==> src/rtl/genius_button_encoder.sv <==
// Debounced five-button encoder for a Simon-style game controller.
// Emits a single registered strobe with a 3-bit code per accepted press.
module genius_button_encoder #(
    parameter int DEBOUNCE_CYCLES = 4,
    parameter int CNT_W           = 8
) (
    input  logic       CLK,
    input  logic       RESET,
    input  logic       BTN_POWER,
    input  logic       BTN_GREEN,
    input  logic       BTN_RED,
    input  logic       BTN_BLUE,
    input  logic       BTN_YELLOW,
    input  logic       ACCEPT_COLOR,
    output logic       R,
    output logic [2:0] B,
    output logic       BUSY
);

    typedef enum logic [2:0] {
        IDLE,
        PRESS_DB,
        EMIT,
        HELD,
        RELEASE_DB
    } state_t;

    localparam logic [CNT_W-1:0] DB_LIMIT = CNT_W'(DEBOUNCE_CYCLES);

    state_t           state_reg;
    logic [4:0]       btn_raw;
    logic [4:0]       sync1_reg;
    logic [4:0]       s_reg;
    logic [4:0]       cand_reg;
    logic [CNT_W-1:0] cnt_reg;
    logic [CNT_W-1:0] cnt_inc;
    logic             s_permitted;
    logic             cand_held;

    // Bit 0 is POWER; only colour bits are subject to ACCEPT_COLOR.
    assign btn_raw     = {BTN_YELLOW, BTN_BLUE, BTN_RED, BTN_GREEN, BTN_POWER};
    assign cnt_inc     = (cnt_reg == {CNT_W{1'b1}}) ? cnt_reg : cnt_reg + 1'b1;
    assign s_permitted = $onehot(s_reg) && (s_reg[0] || ACCEPT_COLOR);
    assign cand_held   = (s_reg == cand_reg) && (cand_reg[0] || ACCEPT_COLOR);
    assign BUSY        = (state_reg != IDLE);

    function automatic logic [2:0] code_of(input logic [4:0] v);
        logic [2:0] c;
        case (v)
            5'b00001: c = 3'd1;
            5'b00010: c = 3'd2;
            5'b00100: c = 3'd3;
            5'b01000: c = 3'd4;
            5'b10000: c = 3'd6;
            default:  c = 3'd0;
        endcase
        return c;
    endfunction

    always_ff @(posedge CLK or negedge RESET) begin
        if (!RESET) begin
            sync1_reg <= '0;
            s_reg     <= '0;
        end else begin
            sync1_reg <= btn_raw;
            s_reg     <= sync1_reg;
        end
    end

    // Reset lands in RELEASE_DB so a button held through reset must be
    // seen released for a full debounce window before any press counts.
    always_ff @(posedge CLK or negedge RESET) begin
        if (!RESET) begin
            state_reg <= RELEASE_DB;
            cnt_reg   <= '0;
            cand_reg  <= '0;
            R         <= 1'b0;
            B         <= 3'd0;
        end else begin
            R <= 1'b0;
            B <= 3'd0;
            case (state_reg)
                IDLE: begin
                    if (s_permitted) begin
                        cand_reg  <= s_reg;
                        cnt_reg   <= '0;
                        state_reg <= PRESS_DB;
                    end
                end
                PRESS_DB: begin
                    if (cand_held) begin
                        cnt_reg <= cnt_inc;
                        if (cnt_inc >= DB_LIMIT) begin
                            state_reg <= EMIT;
                            R         <= 1'b1;
                            B         <= code_of(cand_reg);
                        end
                    end else begin
                        cnt_reg   <= '0;
                        state_reg <= IDLE;
                    end
                end
                EMIT: begin
                    state_reg <= HELD;
                end
                HELD: begin
                    if (s_reg == 5'd0) begin
                        cnt_reg   <= '0;
                        state_reg <= RELEASE_DB;
                    end
                end
                RELEASE_DB: begin
                    if (s_reg != 5'd0) begin
                        state_reg <= HELD;
                    end else begin
                        cnt_reg <= cnt_inc;
                        if (cnt_inc >= DB_LIMIT) begin
                            state_reg <= IDLE;
                        end
                    end
                end
                default: begin
                    state_reg <= RELEASE_DB;
                    cnt_reg   <= '0;
                end
            endcase
        end
    end

endmodule

==> config.mk <==
export PLATFORM = sky130hd
export DESIGN_NAME = genius_button_encoder
export DESIGN_NICKNAME = d
export VERILOG_FILES = /design/src/rtl/genius_button_encoder.sv
export SDC_FILE = /design/constraint.sdc
export NUM_CORES = 1
export LEC_CHECK = 0
export ABC_AREA = 1
export ABC_CLOCK_PERIOD_IN_PS = 6000
export CORE_MARGIN = 1
export CORE_UTILIZATION = 60
export DETAILED_ROUTE_END_ITERATION = 12
export GPL_ROUTABILITY_DRIVEN = 0
export GPL_TIMING_DRIVEN = 0
export PLACE_DENSITY = 0.9
export SYNTH_ARGS = -nofsm -noshare
export SYNTH_HDL_FRONTEND = slang
export SYNTH_SLANG_ARGS = --single-unit
==> constraint.sdc <==
create_clock -name CLK -period 6 [get_ports CLK]
set_clock_uncertainty 0.15 [all_clocks]
set_input_delay 1.2 -clock CLK [delete_from_list [all_inputs] [get_ports CLK]]
set_output_delay 1.2 -clock CLK [all_outputs]
set_load 0.02 [all_outputs]
======== Word-level counts from Yosys, hierarchy flattened ========
Index checks and enable logic that the tools add are counted.
cells by class
  $lt $le $gt $ge ......................... 1
  reductions and logical operators ........ 11
  bitwise gates (word level) .............. 1
  multiplexer cells ....................... 20
  add/sub/neg operators ................... 5
  equality and inequality tests ........... 17
operator list
  cell                   number
  $mux W8                5
  $pmux W8 S5            1
  $pmux W3 S5            2
  $mux W3                9
  $add A8 B1 Y8 const B  1
  $eq A8 B8 Y1 const B   1
  $ge A8 B3 Y1 const B   1
  $reduce_and A4 Y1      2
  $eq A3 B1 Y1 const B   2
  $eq A3 B2 Y1 const B   2
  $ne A2 B2 Y1 const B   3
  $ne A3 B3 Y1 const B   2
  $eq A5 B1 Y1 const B   1
  $eq A5 B2 Y1 const B   1
  $eq A5 B3 Y1 const B   1
  $eq A5 B4 Y1 const B   1
  $eq A5 B5 Y1           1
  $eq A5 B5 Y1 const B   1
  $logic_not A5 Y1       1
  $reduce_bool A5 Y1     1
  $add A1 B1 Y2          2
  $add A2 B2 Y3          1
  $add A3 B1 Y3          1
  $eq A3 B3 Y1 const B   1
  7 further kinds        11
storage, ports and cells
  register bits after elaboration ......... 30
  output and inout bits ................... 5

======== Depth between registers and ports, before layout ========
Gate-level depths: netlist (run 1).
  depth in word-level cells ............... 7
  gate-level depth with buffers ........... 12
  depth with buffers taken out ............ 12

======== Worst setup path before layout (run 1) ========
No wires, ideal clock.
  path kind ............................... register -> register
  start ................................... register s_reg[0]
  end ..................................... register cnt_reg[1]
  slack ................................... 3386 ps
  buffers on the path ..................... 0
  period minus slack after synthesis ...... 2614 ps
  stages on the path, launching flop included .. 12
  data required time ...................... 5732 ps
  data arrival time ....................... 2346 ps
  cells stage by stage .................... dfrtp_1 > fa_1 > fa_1 > ha_1 > nor3b_2 > nand2_1 > nand2_2 > nand2_4 > nor2_4 > nand2_2 > nor2_1 > nor2_2
between the ends
  longest elaborated chain between the ends .. 7
ends and longest elaborated chain
  element                              line  text
  from (decl)                          33    logic [4:0] s_reg;
  from (signal assigned)               66    s_reg <= sync1_reg;
  $add A1 B1 Y2 (not written as such)  43    assign s_permitted = $onehot(s_reg) && (s_reg[0] || ACCEPT_COLOR);
  $add A2 B2 Y3 (not written as such)  43
  $add A3 B1 Y3 (not written as such)  43
  $eq A3 B1 Y1                         43
  $logic_and A1 B1 Y1                  43
  $ne A2 B2 Y1 (no line)               --
  $reduce_and A4 Y1 (no line)          --
  to (signal assigned)                 92    cnt_reg <= cnt_inc;
  to (signal assigned)                 116   cnt_reg <= cnt_inc;
  to (decl)                            35    logic [CNT_W-1:0] cnt_reg;
Several ways; a longest one is shown, not always the timed one.
A chain may end at the register's enable or synchronous reset.

======== Worst setup path in the final report (run 1) ========
  start ................................... register state_reg[0]
  end ..................................... output BUSY
between the ends
  longest elaborated chain between the ends .. 1
ends and longest elaborated chain
  element                 line  text
  from (decl)             30    state_t state_reg;
  from (signal assigned)  74    state_reg <= RELEASE_DB;
  from (signal assigned)  87    state_reg <= PRESS_DB;
  from (signal assigned)  94    state_reg <= EMIT;
  $reduce_bool A3 Y1      45    assign BUSY = (state_reg != IDLE);
  to (decl)               17    output logic BUSY
Every way passes these cells.

==> flow_summary.ini, run 1 <==
[synth]
ys_ff_latch = 30
ys_warn_count = 0
ys_types = 35
async_reset_ff_share_pct = 100
yosysSeqAreaShare_pct = 44.4
yosys.area.top_type = dfrtp_1
syn-num-nets = 211
synth_top_area_share_pct = 42.9
synth_edf_count = 0
syn_avg_cell_area_um2 = 8.55
yosys_most_used_dff = dfrtp_1
synth_area_um2 = 1690
synth_cells = 198
synth_area_leaders = dfrtp_1 (43%), nand2_1 (11%), inv_1 (6.2%), nand3_2 (3.5%), o21ai_1 (3.3%)

[worst_setup_path]
critical_path_class = register to output pin
cp_data_arrival_time_ns = 1.84
cp.required_ns = 4.65
cp-end-kind = output pin
setup.worst_path.start_class = register
crit_fanout = 5

[die]
die_w_um = 55.1
initial_core_util_pct = 65.9
io_pins = 13
core_um2 = 2570
fp.dieH_um = 55.1
num_rows = 18
dieArea_um2 = 3040

[finish]
final_cell_mix = nand2_1 (49), dfrtp_1 (29), inv_1 (28), nor2_1 (13)
syn2layout_area_growth_pct = 12.8
fin_cells = 248
fillers = 190
drive_gt1_share_pct = 20.6
largest_register_ffs = 8
final_cell_area_um2 = 1910
nNetsFinal = 230
num_antenna_cells = 0
final_common_cell = nand2_1

[power]
power_mw = 0.720
power_leakage_nw = 0.961
power_density_nw_per_um2 = 377
vdd_ir_drop_max_v = 0.000257

[timing]
hold_viol = 0
worstMarginPinSlew_ns = 0.657
setup_viol = 0
rsz0062_at_grt = no
hold-worst-slack_ns = 0.204
slew_headroom_pct = 56.2
max_freq_mhz = 314
slew_viol_final = 0
setup_tns_ns = 0
timing.final.crit_share_pct = 53.2
period_minus_slack_ns = 3.19

[cts]
cts_tree = done
cts.sinks = 30
cts_resized = 0
post_cts_buffers = 0
clock_latency_ns = 0.35
htreeDepth = 2
clock_path_buffers = 2
numCtsBuffers = 5
clk_pin_slew_ns = 0.09
root_buffer = clkbuf_4
hold_buffers = 0

[drt]
drt_iter0_drc = 37
wl_per_cell_um = 13.6
viasPerCell = 5.55
drt_wl_total_um = 3380
vias = 1377
drc = 0
ant_nets = 0
drtPass1Iterations = 4

[grt]
antenna_found_initial = 0
grt_busiest_layer = met2
grt_use_met1_pct = 32.3
grt_pass1_wl_um = 5630
overflow = 0
use_met3_pct = 6.01
grt.total_usage_pct = 27.7
grt_pass1_vias = 1356
met2_usage_pct = 45.8
grt_max_degree = 31

[place]
post_dp_cell_area_um2 = 1850
port-buffer-count = 12
hpwl_um = 2570
place_inst = 240

[worst_hold_path]
min_path_type = register to register

[status]
status = complete, no violations

[job]
cap_violations = 0
layer usage:
metal,routed length [um],vias to the layer above,part of all wire [%]
met5,0,-,0
met3,153,13,4.5
met2,1710,39,51
li1,-,668,-
met1,1430,657,42
met4,87,0,2.6
synth_stat cells (3+ instances only):
cell      n
nand2_1  49
dfrtp_1  29
inv_1    28
nor2_1   13
o21ai_1  11
nand2_2   8
nand3_1   7
nand3_2   6
nor2_2    4
nor3_1    4
ha_1      3
inv_2     3
nand4_1   3
worst paths after layout:
path,from,cells past startpoint,slack (ns),to
min in group asynchronous,RESET,1,0.71,cand_reg[4]$_DFFE_PN0P_
max,state_reg[0]$_DFFE_PN0P_,5,2.81,BUSY
max in group asynchronous,RESET,1,4.55,cnt_reg[7]$_DFFE_PN0P_
max reg2reg,s_reg[0]$_DFF_PN0_,11,3.15,cnt_reg[1]$_DFFE_PN0P_
min,sync1_reg[2]$_DFF_PN0_,0,0.20,s_reg[2]$_DFF_PN0_
min reg2reg,sync1_reg[2]$_DFF_PN0_,0,0.20,s_reg[2]$_DFF_PN0_
cells by family after synthesis:
kind of cell / Yosys count / share of synthesized area (%)
AO/OA/AOI/OAI: 20 / 7.54
XOR/XNOR: 2 / 1.03
adder cells (fa/ha/maj): 5 / 4.58
buffers and inverters: 35 / 7.91
flip-flops: 30 / 44.4
AND/OR/NAND/NOR: 106 / 34.5
through the flow:
| step | setup slack (ns) | utilization [%] |
|---|---|---|
| floorplan | 3.39 | - |
| global placement | 3.14 | 72.1 |
| detailed placement | 3.06 | 72.1 |
| CTS | 2.82 | 74.6 |
| global route | 2.73 | 74.4 |
| finish | 2.81 | 74.4 |
cell type report:
class	instances	area, um2	area share, %
flip-flops and latches	30	752	39.4
clock inverters	2	12.5	0.655
plain buffers	1	5.00	0.262
well taps	30	37.5	1.97
inverters	34	129	6.75
multi-input cells	133	807	42.3
repair buffers	12	115	6.03
clock buffers	6	51.3	2.69
report_power, final:
part	internal, mW	switching (mW)
Sequential	0.240	0.0346
Combinational	0.111	0.204
Clock	0.0562	0.0748
Total	0.407	0.313
critical path, stage by stage (launching register included):
cell and delay (ns):
dfrtp_1 0.44, nor2_1 0.19, inv_1 0.09, nor2_2 0.18, inv_1 0.06, clkdlybuf4s50_1 0.53
Note: power is estimated with default switching activity, not from simulation.
==> run 2: changes to the inputs <==
- ABC_CLOCK_PERIOD_IN_PS: 6000 -> 3200
- CORE_UTILIZATION: 60 -> 57
- PLACE_DENSITY: 0.9 -> 0.86
- clock period: 6 -> 3.2 ns (I/O delays scaled with it)
==> run 2 against run 1 <==
Clock power is 110% higher. Combinational power increased by 83%. Register-to-register slack lost 2.8 ns. Final cell count rose by 0.40%. Critical path depth up 7. Sequential share of layout area fell by 0.33 points. Non-clock buffer count unchanged. Via count decreased by 4.2%. Critical endpoint is now cnt_reg[1]$_DFFE_PN0P_. Critical path type is now register to register. Sequential power is 89% higher.
==> flow_summary.ini, run 2 (same netlist as run 1, synthesis figures left out) <==
[grt]
grt_pass1_vias = 1350
antenna_found_initial = 0
grt.total_usage_pct = 22.2
grt_max_degree = 31
overflow = 0
grt_pass1_wl_um = 5440

[place]
hpwl_um = 2280
post_dp_cell_area_um2 = 1850
port-buffer-count = 12
dpl_worst_slack_ns = 0.361

[drt]
drt_iter0_drc = 24
drtPass1Iterations = 4
drc = 0
vias = 1319
drt_wl_total_um = 2990
ant_nets = 0
wl_per_cell_um = 12.0
viasPerCell = 5.30

[cts]
clock_latency_ns = 0.32
hold_buffers = 0
cts.sinks = 30
root_buffer = clkbuf_4
htreeDepth = 2
numCtsBuffers = 5
clk_pin_slew_ns = 0.10
cts_resized = 0
clock_path_buffers = 2
post_cts_buffers = 0
cts_tree = done

[timing]
worstMarginPinSlew_ns = 0.658
timing.final.crit_share_pct = 87.7
setup_tns_ns = 0
setup_viol = 0
period_minus_slack_ns = 2.81
hold-worst-slack_ns = 0.183
hold_viol = 0
slew_headroom_pct = 56.1
max_freq_mhz = 356
worst_slack_ns = 0.394
slew_viol_final = 0
rsz0062_at_grt = no

[worst_setup_path]
slowest_stage = fa_1
critical_path_class = register to register
cp-end-kind = register
cp_common_cell = nand2_1
crit_chain = fa_1 -> fa_1 -> ha_1 -> nor3b_2 -> nand2_1 -> nand2_2 -> nand2_4 -> nor2_4 -> nand2_2 -> nand2_1 -> nand2_1 -> nor2_2
crit_fanout = 8
cp_slowest_stage_delay_ns = 0.51
cp.required_ns = 3.31
setup.worst_path.start_class = register
cp_data_arrival_time_ns = 2.92

[finish]
nNetsFinal = 230
num_antenna_cells = 0
largest_register_ffs = 8
fillers = 212
final_cell_area_um2 = 1930
drive_gt1_share_pct = 20.6
final_common_cell = nand2_1
final_cell_mix = nand2_1 (49), dfrtp_1 (29), inv_1 (28), nor2_1 (13)
syn2layout_area_growth_pct = 13.7

[power]
power_mw = 1.37
swShare_pct = 41.1
power_density_nw_per_um2 = 713
p_switching_mw = 0.563
clkPwrFrac_pct = 20.2
intPower_mw = 0.809
power_leakage_nw = 0.972
seqPwrFrac_pct = 37.8
pwr-share-comb_pct = 42.0
vdd_ir_drop_max_v = 0.000664

[die]
fp.dieH_um = 56.5
num_rows = 19
core_um2 = 2780
dieArea_um2 = 3190
die_w_um = 56.5
io_pins = 13
initial_core_util_pct = 60.9

[job]
cap_violations = 0

[worst_hold_path]
min_path_type = input port to asynchronous set/reset pin

[status]
status = complete, no violations
## run 2: layout make-up
class                   count  area [um2]  area share, %
inverters                  34         129           6.69
plain buffers               1        5.00          0.260
repair buffers             12         115           5.98
clock buffers               8        78.8           4.09
flip-flops and latches     30         752           39.1
well taps                  31        38.8           2.01
multi-input cells         133         807           41.9
## run 2: worst max-delay path: cells and delay by family, from the launching register on
family                   cells  cell delay [ns]
adder cells (fa/ha/maj)      3             1.18
flip-flops                   1             0.42
AND/OR/NAND/NOR              9             1.00
## run 2: path summary, 6_finish.rpt
check	startpoint	endpoint	slack (ns)	depth (start not counted)
worst max register to register	s_reg[0]$_DFF_PN0_	cnt_reg[1]$_DFFE_PN0P_	0.39	12
worst max-delay path	s_reg[0]$_DFF_PN0_	cnt_reg[1]$_DFFE_PN0P_	0.39	12
worst min register to register	sync1_reg[2]$_DFF_PN0_	s_reg[2]$_DFF_PN0_	0.19	0
min in group CLK	sync1_reg[2]$_DFF_PN0_	s_reg[2]$_DFF_PN0_	0.19	0
worst min-delay path	RESET	s_reg[4]$_DFF_PN0_	0.18	1
max in group asynchronous	RESET	s_reg[0]$_DFF_PN0_	2.28	1
## run 2: power by group through the flow
stage	Combinational, mW	Clock, mW	Sequential (mW)
2_1_floorplan	0.455	0	0.507
3_3_place_gp	0.548	0	0.519
3_5_place_dp	0.571	0	0.524
4_1_cts	0.579	0.282	0.516
5_1_grt	0.655	0.303	0.526
6_report	0.577	0.277	0.518
## run 2: routing by layer
layer / GRT usage (%) / wire length, um / up-vias
met5: 0 / 0 / -
met4: 8.01 / 35 / 0
met3: 5.76 / 100 / 5
met2: 38.7 / 1500 / 23
met1: 26.4 / 1360 / 628
li1: - / - / 663
## run 2: stage by stage
stage	cells	util, %
after floorplan	198	-
after global placement	241	66.6
after detailed placement	241	66.6
after CTS	249	69.4
after global routing	249	69.2
final	249	69.2
